## config.mk

```make
export PLATFORM = sky130hd
export DESIGN_NAME = dram_sipo_deser
export DESIGN_NICKNAME = d
export VERILOG_FILES = /design/src/rtl/dram_sipo_deser.sv
export SDC_FILE = /design/constraint.sdc
export NUM_CORES = 1
export LEC_CHECK = 0
export CAP_MARGIN = 25
export CORE_MARGIN = 5
export CORE_UTILIZATION = 50
export CTS_BUF_LIST = sky130_fd_sc_hd__clkbuf_4
export DETAILED_ROUTE_END_ITERATION = 10
export PLACE_DENSITY = 0.75
export REMOVE_ABC_BUFFERS = 1
export SYNTH_ARGS = -nofsm -noshare
export SYNTH_HDL_FRONTEND = slang
export SYNTH_SLANG_ARGS = --single-unit
export TNS_END_PERCENT = 100
```

## constraint.sdc

```tcl
create_clock -name clk -period 1.8 [get_ports clk]
set_input_delay 0.54 -clock clk [delete_from_list [all_inputs] [get_ports clk]]
set_output_delay 0.54 -clock clk [all_outputs]
set_load 0.05 [all_outputs]
```

## src/rtl/dram_sipo_deser.sv

```systemverilog
// Serial-in parallel-out deserializer: LSB-first frames framed by start, valid/ready output with sticky errors.
// Optional even-parity bit after the word when DRAM_SIPO_PARITY_EN is defined.
module dram_sipo_deser #(
  parameter int WIDTH = 8
) (
  input  logic             clk,
  input  logic             rst,
  input  logic             start,
  input  logic             data_in,
  input  logic             clr_err,
  input  logic             out_ready,
  output logic [WIDTH-1:0] out_data,
  output logic             out_valid,
  output logic             busy,
  output logic             overrun,
  output logic             parity_err
);

  localparam int CW = $clog2(WIDTH) + 1;

`ifdef DRAM_SIPO_PARITY_EN
  typedef enum logic [1:0] {IDLE = 2'd0, SHIFT = 2'd1, PAR = 2'd2} state_t;
`else
  typedef enum logic [1:0] {IDLE = 2'd0, SHIFT = 2'd1} state_t;
`endif

  state_t           state_q, state_d;
  logic [CW-1:0]    cnt_q, cnt_d;
  logic [WIDTH-1:0] shift_q, shift_d;
  logic [WIDTH-1:0] out_data_q, out_data_d;
  logic             out_valid_q, out_valid_d;
  logic             overrun_q, overrun_d;
  logic             word_done;
  logic [WIDTH-1:0] done_word;
  logic             last_bit;

  assign last_bit = (cnt_q == CW'(WIDTH - 1));

  always_ff @(posedge clk or posedge rst) begin
    if (rst) state_q <= IDLE;
    else     state_q <= state_d;
  end

  // start wins in every state: a restart silently abandons any partial frame
  always_comb begin
    state_d = state_q;
    case (state_q)
      IDLE:  if (start) state_d = SHIFT;
      SHIFT: begin
        if (start) state_d = SHIFT;
`ifdef DRAM_SIPO_PARITY_EN
        else if (last_bit) state_d = PAR;
`else
        else if (last_bit) state_d = IDLE;
`endif
      end
`ifdef DRAM_SIPO_PARITY_EN
      PAR:   state_d = start ? SHIFT : IDLE;
`endif
      default: state_d = IDLE;
    endcase
  end

  always_comb begin
    busy = (state_q != IDLE);
  end

  always_comb begin
    cnt_d     = cnt_q;
    shift_d   = shift_q;
    word_done = 1'b0;
    if (start) begin
      shift_d    = '0;
      shift_d[0] = data_in;
      cnt_d      = CW'(1);
    end else if (state_q == SHIFT) begin
      for (int i = 0; i < WIDTH; i++) begin
        if (cnt_q == CW'(i)) shift_d[i] = data_in;
      end
      cnt_d = cnt_q + CW'(1);
      if (last_bit) begin
        cnt_d = '0;
`ifndef DRAM_SIPO_PARITY_EN
        word_done = 1'b1;
`endif
      end
`ifdef DRAM_SIPO_PARITY_EN
    end else if (state_q == PAR) begin
      cnt_d     = '0;
      word_done = 1'b1;
`endif
    end
  end

`ifdef DRAM_SIPO_PARITY_EN
  logic par_bad;
  logic parity_err_q, parity_err_d;

  assign done_word = shift_q;
  assign par_bad   = word_done && ((^shift_q) ^ data_in);

  always_comb begin
    parity_err_d = parity_err_q;
    if (par_bad)      parity_err_d = 1'b1;
    else if (clr_err) parity_err_d = 1'b0;
  end

  always_ff @(posedge clk or posedge rst) begin
    if (rst) parity_err_q <= 1'b0;
    else     parity_err_q <= parity_err_d;
  end

  assign parity_err = parity_err_q;
`else
  assign done_word  = shift_d;
  assign parity_err = 1'b0;
`endif

  // A finished word is only dropped when the holding register is full and not draining
  always_comb begin
    out_data_d  = out_data_q;
    out_valid_d = out_valid_q;
    overrun_d   = overrun_q;
    if (out_valid_q && out_ready) out_valid_d = 1'b0;
    if (word_done && (!out_valid_q || out_ready)) begin
      out_data_d  = done_word;
      out_valid_d = 1'b1;
    end
    if (word_done && out_valid_q && !out_ready) overrun_d = 1'b1;
    else if (clr_err)                           overrun_d = 1'b0;
  end

  always_ff @(posedge clk or posedge rst) begin
    if (rst) begin
      cnt_q       <= '0;
      shift_q     <= '0;
      out_data_q  <= '0;
      out_valid_q <= 1'b0;
      overrun_q   <= 1'b0;
    end else begin
      cnt_q       <= cnt_d;
      shift_q     <= shift_d;
      out_data_q  <= out_data_d;
      out_valid_q <= out_valid_d;
      overrun_q   <= overrun_d;
    end
  end

  assign out_data  = out_data_q;
  assign out_valid = out_valid_q;
  assign overrun   = overrun_q;

endmodule

```

# Word-level counts from Yosys, hierarchy flattened
# Index checks and enable logic that the tools add are counted.
# Widths: inputs -> output; s select.
[totals] ff_bits=24 latch_bits=0 ram_bits=0 romBits=0 in_bits=6 out_inout_bits=12 word_cells=55 n_memories=0
[op_classes] n_addsub=1 multipliers=0 n_div=0 n_lt_le_gt_ge=0 eq_ne=10 shift=0 muxes=24 bitwise_logic=0 n_reduce_logical=14
[op_table] op="$eq 4x3->1 const B" count=4
[op_table] op="$mux 8" count=2
[op_table] op="$mux 1" count=15
[op_table] op="$mux 4" count=3
[op_table] op="$eq 4x2->1 const B" count=2
[op_table] op="$reduce_bool 2->1" count=4
[op_table] op="$mux 2" count=3
[op_table] op="$add 4x1->4 const B" count=1
[op_table] op="$eq 4x1->1 const B" count=1
[op_table] op="$logic_and 1x1->1" count=4
[op_table] op="$logic_not 4->1" count=1
[op_table] op="$pmux 2 s2" count=1
[op_table] op="$ne 3x3->1 const B" count=1
[op_table] op="$eq 2x1->1 const B" count=1
[op_table] op="$logic_not 1->1" count=2
[op_table] op="$logic_not 2->1" count=1
[op_table] op="$ne 2x2->1 const B" count=1
[op_table] op="$reduce_and 2->1" count=1
[op_table] op="$logic_or 1x1->1" count=1

# Depth between registers and ports, before layout
[logic_depth] depth_word=7 depth_mapped=5 mapped_depth_nobuf=5

# Worst setup path before layout
# Ideal clock, no wire load.
[synth_timing] path_kind="reg-to-reg" start="register state_q[0]" end="register out_data_q[0] (netlist: out_data[0])" setup_time_ps=125 arrival_time_ps=1498 required_time_ps=1675 setup_slack_ps=176 stages_incl_launch_ff=5 path_buffers=1 synth_period_minus_slack_ps=1624 cell_sequence="dfrtp_1 -> nand4b_2 -> nor3b_2 -> buf_6 -> mux2_4"
[synth_via] elab_chain_len=4 word_cells_on_any_way=6 cone_classes="1 x eq/ne; 4 x mux; 1 x reduce/logical"
[synth_rtl] item="start: declaration" line="27" source="state_t state_q, state_d;"
[synth_rtl] item="start signal: assignment" line="41" source="else state_q <= state_d;"
[synth_rtl] item="$eq 2x1->1 *" line="76" source="end else if (state_q == SHIFT) begin"
[synth_rtl] item="$mux 1" line="76"
[synth_rtl] item="$mux 1" line="72" source="if (start) begin"
[synth_rtl] item="$logic_and 1x1->1" line="125" source="if (word_done && (!out_valid_q || out_ready)) begin"
[synth_rtl] item="end signal: assignment" line="143" source="out_data_q <= out_data_d;"
[synth_rtl] item="end: declaration" line="30" source="logic [WIDTH-1:0] out_data_q, out_data_d;"
# Every way passes the cells marked *; elsewhere a longest branch is shown, timed or not.
# A chain may end at the register's enable or synchronous reset.

# Worst setup path in the final report
[layout_timing] start="register state_q[0]" end="output port busy"
[layout_via] elab_chain_len=1
[layout_rtl] item="$reduce_bool 2->1" line="65" source="busy = (state_q != IDLE);"
[layout_rtl] item="end: declaration" line="14" source="output logic busy,"
# No other way between the ends.

==> impl_results.md <==
* R2R depth at 6
* Setup bufs post-CTS at 0
* IR drop worst, VDD at 1.047 mV
* Pin count of the biggest net entering global routing at 23
* Family with the most delay on the worst path: flip-flops
* WS Path Type: reg -> out
* Share of cells above drive strength 1 at 26.96%
* Synthesis warning total at 0
* I/O pin count at 18
* Total global-route track usage at 13.20%
* Hold Vio Cnt, Final at 0
* Input/output buffers at 16
* Number of synthesized flops with an enable pin at 0
* #FFs+latches synth at 22
* Synth Instances at 95
* Worst-skew pair later-pin latency at 300 ps
* Slew Limit Fails at 0
* CP startpoint kind: flip-flop
* Root Driver: clkbuf_4
* Num rows at 17
* Synth cell types at 30
* Mean Syn Cell Area at 11.70 µm²
* Gpl congestion at 0.7325
* F_max at 582.1 MHz
* Initial antenna violation count at 0
* MaxCap Viol Count at 0
* Min-delay worst type: reg -> reg
* Endpoint class of the critical path: output pin
* CP bufs+invs at 2
* Worst r2r dst: out_data[2]
* CTS tree: yes
* PwrDens at 1204 nW/µm²
* R2r setup slk at 210 ps
* Final min period at 1718 ps
* Synth top area share at 49.55%
* Clock skew at 3.029 ps
* Ys flop type: dfrtp_1
* Top-count cell post-synth: dfrtp_1
* Hold Path Depth at 2
* Via density at 5.126
* H-tree depth at 1
* Hold path endpoint: out_data[5]
* Total die area at 3265 µm²
* Clock sinks at 22
* Switching share of power at 38.73%
* WP data arrival at 1180 ps
* Ant. Diodes at 0
* Post-route ant nets at 0
* Final layout net count at 127
* R2R Path Start: cnt_q[1]
* Starting Density at 51.21%
* Tot Pwr at 1717 µW
* P_sw at 665.1 µW
* Total gr overflow at 0
* First-pass GRT wire length at 3374 µm
* Drt first-iter violations at 10
* DRC at 0
* Fin crit share at 95.45%
* Async S/R FF share, synth at 100.0%
* Run status: finished, final reports clean
* Max stage delay cell, worst path: dfrtp_1
* Drt first pass iters at 4
* CP Cell Sequence: buf_4, buf_12
* Synth top cells by count: dfrtp_1, mux2i_1, inv_1, nor2_1
* Vias at 733
* Wire per inst at 13.56 µm
* Synth area leaders: dfrtp_1, mux2i_1, mux2_4, ha_1, inv_1
* Cell taking the most area after synthesis: dfrtp_1
* Post-Route WL at 1939 µm
* P_int at 1052 µW
* Final TNS setup at 0 ps
* Die Wd at 57.14 µm
* DP HPWL at 1480 µm
* P&R area growth vs syn at 28.38%
* CP required at 1260 ps
* Register share of total power at 40.2%
* Die Y at 57.14 µm
* Gate power share at 47.3%
* Clock group share of total power at 12.6%
* Vias in the first global route at 758
* RSZ-0062 raised after global routing: false
* Mapped Area at 1111 µm²
* Final setup vio count at 0
* Leak Pwr at 0.0006851 µW
* Reg clk slew, reported paths at 110 ps
* Launch point of the worst hold path: out_data[5]
* Max FO, Critical Path at 9
* Final core utilization at 65.74%
* CP peak stage delay at 510 ps
* Seq/Total Area, Yosys at 49.55%
* Core box area at 2170 µm²
* TritonCTS buffer count at 3
* Maximum clock path buffer count at 2
* Hold-fix buffers at CTS at 0
-- stage by stage --
step           cell area, µm²  setup WS [ps]  std cells  hold slack (ps)
3_5_place_dp             1401         -103.9        140            523.3
4_1_cts                  1424          66.81        143            542.3
3_3_place_gp             1401         -77.73        140            507.0
5_1_grt                  1426          27.55        143            552.0
2_1_floorplan            1061         -262.9         88            480.0
6_report                 1426          81.99        143            532.8
-- layout by cell type (no fill, tap or decap), drive strengths merged --
master | Yosys | layout
a211oi | 1 | 1
a21o | 2 | 2
a21oi | 1 | 1
and4bb | 3 | 3
buf | 5 | 19
clkbuf | 2 | 3
clkdlybuf4s50 | 0 | 5
conb | 1 | 1
dfrtp | 22 | 22
ha | 4 | 4
inv | 10 | 10
mux2 | 4 | 4
mux2i | 11 | 11
nand2 | 4 | 4
nand2b | 4 | 4
nand3 | 1 | 1
nand3b | 1 | 1
nand4 | 1 | 1
nand4b | 4 | 4
nor2 | 6 | 6
nor2b | 2 | 2
nor3b | 1 | 1
o211ai | 1 | 1
o21ai | 1 | 1
o32ai | 1 | 1
or3 | 1 | 1
xor2 | 1 | 1
-- kinds of logic (layout without fill, tap and decap cells) --
group | count (synthesis) | after routing | synth area share, %
other | 1 | 1 | 0.3375
muxes | 15 | 15 | 15.32
DFF | 22 | 22 | 49.55
and+or+nand+nor | 28 | 28 | 17.23
buffers and inverters | 17 | 37 | 7.883
xor gates and xnor gates | 1 | 1 | 0.7884
AOI/OAI and AO/OA | 7 | 7 | 4.391
adders and majority gates | 4 | 4 | 4.505
-- area by class of cell --
type	count	area, µm²
clock buffers	3	22.52
fillers	182	743.2
inverters	10	37.54
multi-input cells	56	475.5
flip-flops and latches	22	550.5
well taps	28	35.03
repair buffers	24	305.3
-- registers in the layout, summed over array words and instances (netlist names) --
register and count:
out_data 8, shift_q 7, out_valid 1, state_q 1, cnt_q 4, overrun 1
-- worst max-delay path by stage --
stage                from           to  cells past startpoint
3_3_place_gp    out_ready  out_data[1]                      6
4_1_cts        state_q[0]         busy                      2
2_1_floorplan  state_q[0]  out_data[0]                      3
5_1_grt        state_q[0]         busy                      2
3_5_place_dp    out_ready  out_data[2]                      6
6_report       state_q[0]         busy                      2
-- routing by layer --
metal  global-route usage [%]  vias to the layer above  share of wire, %  wire (µm)
met1                    17.12                      358                46        886
met2                    21.21                       16                48        939
met5                        0                        -                 0          0
met3                    2.262                        2               4.4         86
li1                         -                      357                 -          -
met4                    6.623                        0               1.3         26
-- worst reg2reg max path: stages (launching register included) --
cell,delay [ps]
dfrtp_1,430
ha_2,250
nand4b_2,150
nor3b_2,180
buf_4,170
buf_4,150
mux2i_1,190
-- power groups by stage --
stage | Clock [µW] | Sequential [µW] | Combinational [µW]
global route | 247 | 708 | 857
CTS | 228 | 693 | 820
global placement | 0 | 699 | 808
detailed placement | 0 | 700 | 818
floorplan | 0 | 934 | 210
finish | 216 | 690 | 811
-- timing repair --
action	in CTS	in global routing
setup endpoints to repair	0	1
resized for setup	0	1
hold endpoints to repair	0	0
No activity file was read; power rests on OpenSTA's default activity.
